### src/rtl/seq_prienc16_pkg.sv
// Shared types and sizes for the sequential 16-to-4 priority encoder.
// State names map to the IDLE / RUN / DONE phases of the encoder.
package seq_prienc_pkg;

   localparam int unsigned N_REQ  = 16;
   localparam int unsigned CODE_W = 4;
   localparam int unsigned CNT_W  = 5;

   typedef enum logic [1:0] {
      StIdle,
      StRun,
      StDone
   } state_e;

endpackage

### src/rtl/seq_prienc16_if.sv
// Request/index handshake bundle between a request source, the encoder and its consumer.
interface seq_prienc16_if;
   import seq_prienc_pkg::*;

   logic              load;
   logic [N_REQ-1:0]  req_in;
   logic [CODE_W-1:0] code;
   logic              valid;
   logic              ready;
   logic              busy;
   logic              done;
   logic              empty;
   logic [CNT_W-1:0]  count;

   modport master (
      output load, req_in, ready,
      input  code, valid, busy, done, empty, count
   );

   modport slave (
      input  load, req_in, ready,
      output code, valid, busy, done, empty, count
   );

endinterface

### src/rtl/seq_prienc16_prienc.sv
// Combinational priority pick: index of the lowest (or highest) set bit plus a one-hot
// mask of that bit, used to clear it from the vector.
module prienc16
   import seq_prienc_pkg::*;
#(
   parameter bit MSB_FIRST = 1'b0
) (
   input  logic [N_REQ-1:0]  vec,
   output logic [CODE_W-1:0] idx,
   output logic [N_REQ-1:0]  mask
);

   // Last match in scan order wins, so scan away from the preferred end.
   always_comb begin
      idx = '0;
      if (MSB_FIRST) begin
         for (int i = 0; i < int'(N_REQ); i++) begin
            if (vec[i]) idx = CODE_W'(i);
         end
      end else begin
         for (int i = int'(N_REQ) - 1; i >= 0; i--) begin
            if (vec[i]) idx = CODE_W'(i);
         end
      end
   end

   always_comb begin
      mask = '0;
      if (|vec) mask[idx] = 1'b1;
   end

endmodule

### src/rtl/seq_prienc16.sv
// Sequential 16-to-4 encoder: captures a request vector and hands out the index of each
// set bit, one per valid/ready handshake, in priority order. All outputs are registered.
module seq_prienc16
   import seq_prienc_pkg::*;
#(
   parameter bit MSB_FIRST = 1'b0
) (
   input  logic          clk,
   input  logic          rst,
   seq_prienc16_if.slave bus
);

   state_e            state_q, state_d;
   logic [N_REQ-1:0]  pend_q, pend_d;
   logic [CODE_W-1:0] code_q, code_d;
   logic              valid_q, valid_d;
   logic              busy_q, busy_d;
   logic              done_q, done_d;
   logic              empty_q, empty_d;
   logic [CNT_W-1:0]  count_q, count_d;

   logic [CODE_W-1:0] cap_idx, adv_idx;
   logic [N_REQ-1:0]  cap_mask, adv_mask;

   prienc16 #(.MSB_FIRST(MSB_FIRST)) u_cap (
      .vec  (bus.req_in),
      .idx  (cap_idx),
      .mask (cap_mask)
   );

   prienc16 #(.MSB_FIRST(MSB_FIRST)) u_adv (
      .vec  (pend_q),
      .idx  (adv_idx),
      .mask (adv_mask)
   );

   always_comb begin
      state_d = state_q;
      pend_d  = pend_q;
      code_d  = code_q;
      valid_d = valid_q;
      empty_d = empty_q;
      count_d = count_q;
      case (state_q)
         StIdle: begin
            if (bus.load) begin
               count_d = '0;
               if (|bus.req_in) begin
                  code_d  = cap_idx;
                  pend_d  = bus.req_in & ~cap_mask;
                  valid_d = 1'b1;
                  empty_d = 1'b0;
                  state_d = StRun;
               end else begin
                  empty_d = 1'b1;
                  state_d = StDone;
               end
            end
         end
         StRun: begin
            if (valid_q && bus.ready) begin
               count_d = count_q + CNT_W'(1);
               if (|pend_q) begin
                  code_d = adv_idx;
                  pend_d = pend_q & ~adv_mask;
               end else begin
                  valid_d = 1'b0;
                  state_d = StDone;
               end
            end
         end
         StDone:  state_d = StIdle;
         default: state_d = StIdle;
      endcase
      // done is the registered image of leaving DONE, so it pulses exactly once.
      done_d = (state_q == StDone);
      busy_d = (state_d != StIdle);
   end

   always_ff @(posedge clk) begin
      if (rst) begin
         state_q <= StIdle;
         pend_q  <= '0;
         code_q  <= '0;
         valid_q <= 1'b0;
         busy_q  <= 1'b0;
         done_q  <= 1'b0;
         empty_q <= 1'b0;
         count_q <= '0;
      end else begin
         state_q <= state_d;
         pend_q  <= pend_d;
         code_q  <= code_d;
         valid_q <= valid_d;
         busy_q  <= busy_d;
         done_q  <= done_d;
         empty_q <= empty_d;
         count_q <= count_d;
      end
   end

   assign bus.code  = code_q;
   assign bus.valid = valid_q;
   assign bus.busy  = busy_q;
   assign bus.done  = done_q;
   assign bus.empty = empty_q;
   assign bus.count = count_q;

endmodule

### src/flat_wrapper.sv
// flat-port wrapper written by rule: the top's interface ports become plain ports
module seq_prienc16_flat import seq_prienc_pkg::*;
#(
   parameter bit MSB_FIRST = 1'b0
)
  (clk, rst, bus_load, bus_req_in, bus_ready, bus_code, bus_valid, bus_busy, bus_done, bus_empty, bus_count);
  seq_prienc16_if bus_i ();
  input  logic clk;
  input  logic rst;
  input wire logic [$bits(bus_i.load)-1:0] bus_load;
  input wire logic [$bits(bus_i.req_in)-1:0] bus_req_in;
  input wire logic [$bits(bus_i.ready)-1:0] bus_ready;
  output wire logic [$bits(bus_i.code)-1:0] bus_code;
  output wire logic [$bits(bus_i.valid)-1:0] bus_valid;
  output wire logic [$bits(bus_i.busy)-1:0] bus_busy;
  output wire logic [$bits(bus_i.done)-1:0] bus_done;
  output wire logic [$bits(bus_i.empty)-1:0] bus_empty;
  output wire logic [$bits(bus_i.count)-1:0] bus_count;
  assign bus_i.load = bus_load;
  assign bus_i.req_in = bus_req_in;
  assign bus_i.ready = bus_ready;
  assign bus_code = bus_i.code;
  assign bus_valid = bus_i.valid;
  assign bus_busy = bus_i.busy;
  assign bus_done = bus_i.done;
  assign bus_empty = bus_i.empty;
  assign bus_count = bus_i.count;
  seq_prienc16 #(.MSB_FIRST(MSB_FIRST)) u_core (.clk(clk), .rst(rst), .bus(bus_i));
endmodule
### config.mk
export PLATFORM = sky130hd
export DESIGN_NAME = seq_prienc16_flat
export DESIGN_NICKNAME = d
export VERILOG_FILES = /design/src/rtl/seq_prienc16_pkg.sv /design/src/rtl/seq_prienc16_if.sv /design/src/rtl/seq_prienc16_prienc.sv /design/src/rtl/seq_prienc16.sv /design/src/flat_wrapper.sv
export SDC_FILE = /design/constraint.sdc
export NUM_CORES = 1
export LEC_CHECK = 0
export CORE_MARGIN = 2
export CORE_UTILIZATION = 31
export CTS_CLUSTER_DIAMETER = 80
export DETAILED_ROUTE_END_ITERATION = 10
export PLACE_DENSITY = 0.59
export SLEW_MARGIN = 20
export SYNTH_ARGS = -nofsm -noshare
export SYNTH_HDL_FRONTEND = slang
export SYNTH_SLANG_ARGS = --single-unit
### constraint.sdc
create_clock -name clk -period 1.85 [get_ports clk]
set_input_delay 0.185 -clock clk [delete_from_list [all_inputs] [get_ports clk]]
set_output_delay 0.185 -clock clk [all_outputs]
set_load 0.05 [all_outputs]
==> results.py <==
metrics = {
    "outcome": {
        "outcome": "complete, but fails checks",
        "violations": "negative setup slack",
    },
    "flow_run": {
        "drv_cap": 0,
    },
    "cells_and_area": {
        "areaGrowthSynthToFinish_pct": 63.49,
        "fillCellCount": 589,
        "seq_area_sq_um": 625.6,
        "final_cell_mix": "buf_4, nor2_1, dfxtp_1",
        "antenna_cells": 0,
        "nNetsFinal": 390,
        "multi_input_area_sq_um": 1421,
        "drive_gt1_share_pct": 36.22,
        "stdcell_count": 447,
        "final_common_cell": "buf_4",
    },
    "critical_path": {
        "worst_setup_path_end_kind": "flop",
        "rr_startpoint": "u_core.pend_q[10]",
        "reg2regPathDepth": 6,
        "cp.required_ns": 2.01,
        "cp_max_fo": 5,
        "r2r_end": "u_core.pend_q[15]",
        "timing.critical_path.from": "u_core.pend_q[10]",
        "r2r_setup_slack_ns": -0.19,
        "start_kind": "flop",
        "cp.arrival_ns": 2.20,
        "critical_path_class": "reg2reg",
    },
    "logic_synthesis": {
        "synthArstFlopShare_pct": 0,
        "syn-num-nets": 274,
        "synth_seq_cells": 31,
        "ys.flop_type": "dfxtp_1",
        "synth_edf_count": 0,
        "seq_area_frac_synth_pct": 31.33,
        "yosysWarnings": 0,
        "syn_area_per_cell_sq_um": 7.829,
        "synth_area_sq_um": 1981,
        "yosysUniqueCellTypes": 52,
        "syn_inst": 253,
    },
    "die": {
        "row_count": 29,
        "io_pins": 33,
        "core-area_sq_um": 6277,
        "die_x_um": 83.93,
        "die-area_sq_um": 7044,
        "die_h_um": 83.93,
        "initial_core_util_pct": 31.55,
    },
    "power_and_ir_drop": {
        "p_int_w": 0.001506,
        "p_seq_share_pct": 32.5,
        "p_leak_nw": 1.375,
        "clock_power_share_pct": 22.1,
        "swShare_pct": 35.45,
        "p_comb_share_pct": 45.3,
        "p_switching_w": 0.0008270,
        "power.density_nw_per_um2": 720.4,
        "vdd_drop_max_mv": 0.3580,
    },
    "sta": {
        "fin_ws_ns": -0.1931,
        "fin_crit_ns": 2.043,
        "setup_violations": 22,
        "max_freq_ghz": 0.4895,
        "hold_viol_final": 0,
        "final-max-slew-violation-count": 0,
        "grt_setup_unrepaired": "yes",
        "fin_setup_tns_ns": -2.162,
        "maxSlewHeadroom_pct": 66.63,
        "worstMarginPinSlew_ns": 0.4990,
        "fin_crit_sh_pct": 110.4,
        "fin_skew_ns": 0.006130,
    },
    "grt": {
        "grt_use_total_pct": 18.85,
        "grt-ovfl-total": 0,
        "grt_pass1_wl_um": 10760,
        "grt_max_degree": 22,
        "grt_pass1_vias": 2256,
        "antenna_found_initial": 0,
    },
    "placement": {
        "dp_slack_ns": -0.5377,
        "placed_cells": 435,
        "port-buffer-count": 32,
        "gp_congestion": 0.8482,
        "dp_hpwl_um": 5470,
    },
    "cts": {
        "cts.sinks": 31,
        "cts_buffers": 5,
        "clock_latency_ns": 0.27,
        "cts.reportedPaths.clkPinSlew_ns": 0.07,
        "clock_path_buffers": 2,
        "clockRootBuffer": "clkbuf_8",
        "cts_tree": "yes",
        "cts-htree-levels": 2,
    },
    "route": {
        "drt_iter0_markers": 208,
        "first_pass_iters": 4,
        "route.vias.total": 2418,
        "met3_length_um": 268,
        "drt-met1-wl_um": 3194,
        "vias_per_cell": 5.409,
        "post-route-drc-count": 0,
        "top_layer": "met4",
        "routed_wl_um": 6816,
        "ant_nets": 0,
        "wl_met2_um": 3203,
        "wl_per_cell_um": 15.25,
    },
    "min_path": {
        "holdCritStartpoint": "bus_req_in[8]",
        "hp-class": "in2reg",
        "worstHoldEndpoint": "u_core.pend_q[8]",
        "worstHoldPathCells": 4,
    },
}
[area by class of cell]
type / count / area share [%]
Multi-Input combinational cell: 203 / 43.89
Timing Repair Buffer: 118 / 30.02
Sequential cell: 31 / 19.32
Tap cell: 77 / 2.975
Clock buffer: 6 / 2.241
Inverter: 10 / 1.159
Clock inverter: 2 / 0.3864
[critical path, stage by stage, from the launching register on]
cell      delay [ns]
dfxtp_1         0.31
or4_4           0.57
o41ai_4         0.45
a21oi_4         0.14
nand4b_1        0.11
a31oi_1         0.05
a311o_1         0.29
[worst max path at each step]
stage	endpoint	cells after the start	slack, ns
2_1_floorplan	u_core.pend_q[15]	6	-0.04
3_3_place_gp	u_core.pend_q[9]	7	-0.50
3_5_place_dp	u_core.pend_q[15]	7	-0.54
4_1_cts	u_core.pend_q[15]	6	-0.14
5_1_grt	u_core.pend_q[15]	7	-0.22
6_report	u_core.pend_q[15]	6	-0.19
[cell usage after synthesis (5+ instances only)]
library cell,instances,area [sq um]
dfxtp_1,31,620.6
nor2_1,33,123.9
a21oi_1,12,60.06
nand2b_1,7,43.79
o311ai_0,6,52.55
inv_1,10,37.54
o21ai_0,18,90.09
o211ai_1,5,37.54
nand4_1,5,31.28
nand2_1,18,67.56
a31oi_1,6,37.54
or2_2,6,37.54
nor4_1,6,37.54
clkbuf_1,6,22.52
nand3_1,8,40.04
or4_1,6,45.04
[per-stage QoR]
step / util, % / hold WS, ns / cell area [sq um] / total power, W
6_report: 51.58 / 0.3437 / 3238 / 0.002333
5_1_grt: 51.58 / 0.3683 / 3238 / 0.002441
4_1_cts: 50.47 / 0.4232 / 3168 / 0.002294
3_5_place_dp: 47.60 / 0.4632 / 2988 / 0.001702
3_3_place_gp: 47.60 / 0.4568 / 2988 / 0.001694
2_1_floorplan: - / 0.3091 / 1998 / 0.001238
[layer usage]
metal | global-route usage [%] | vias up
met5 | 0 | -
met4 | 7.478 | 0
met3 | 1.682 | 12
met2 | 30.40 | 78
met1 | 25.94 | 1113
li1 | - | 1215
[power by group through the flow]
| stage | registers, W | logic (W) | clock network (W) |
|---|---|---|---|
| 6_report | 0.000759 | 0.00106 | 0.000517 |
| 5_1_grt | 0.000764 | 0.00113 | 0.000549 |
| 4_1_cts | 0.000758 | 0.00101 | 0.000524 |
| 3_5_place_dp | 0.000771 | 0.000931 | 0 |
| 3_3_place_gp | 0.000769 | 0.000926 | 0 |
| 2_1_floorplan | 0.000830 | 0.000408 | 0 |
[sequential cells by signal, indices dropped and copies added, names as in the netlist]
name,cells
u_core.bus.busy,1
u_core.bus.code,4
u_core.pend_q,16
u_core.bus.done,1
u_core.state_q,2
u_core.bus.empty,1
u_core.bus.valid,1
u_core.bus.count,5
[timing repair]
action                     in CTS  in global routing
setup endpoints to repair      24                 23
hold buffers                    0                  0
pin swaps                      11                  9
buffers inserted                3                  1
gates resized for setup        27                 19
[cell families after synthesis]
family          after synthesis  synth area share [%]
compound gates               90                 33.61
xor+xnor                      3                 1.327
fa+ha+maj                     1                0.6316
buf+inv                      19                 3.727
flops                        31                 31.33
simple gates                109                 29.37
(Power assumes the default switching activity.)
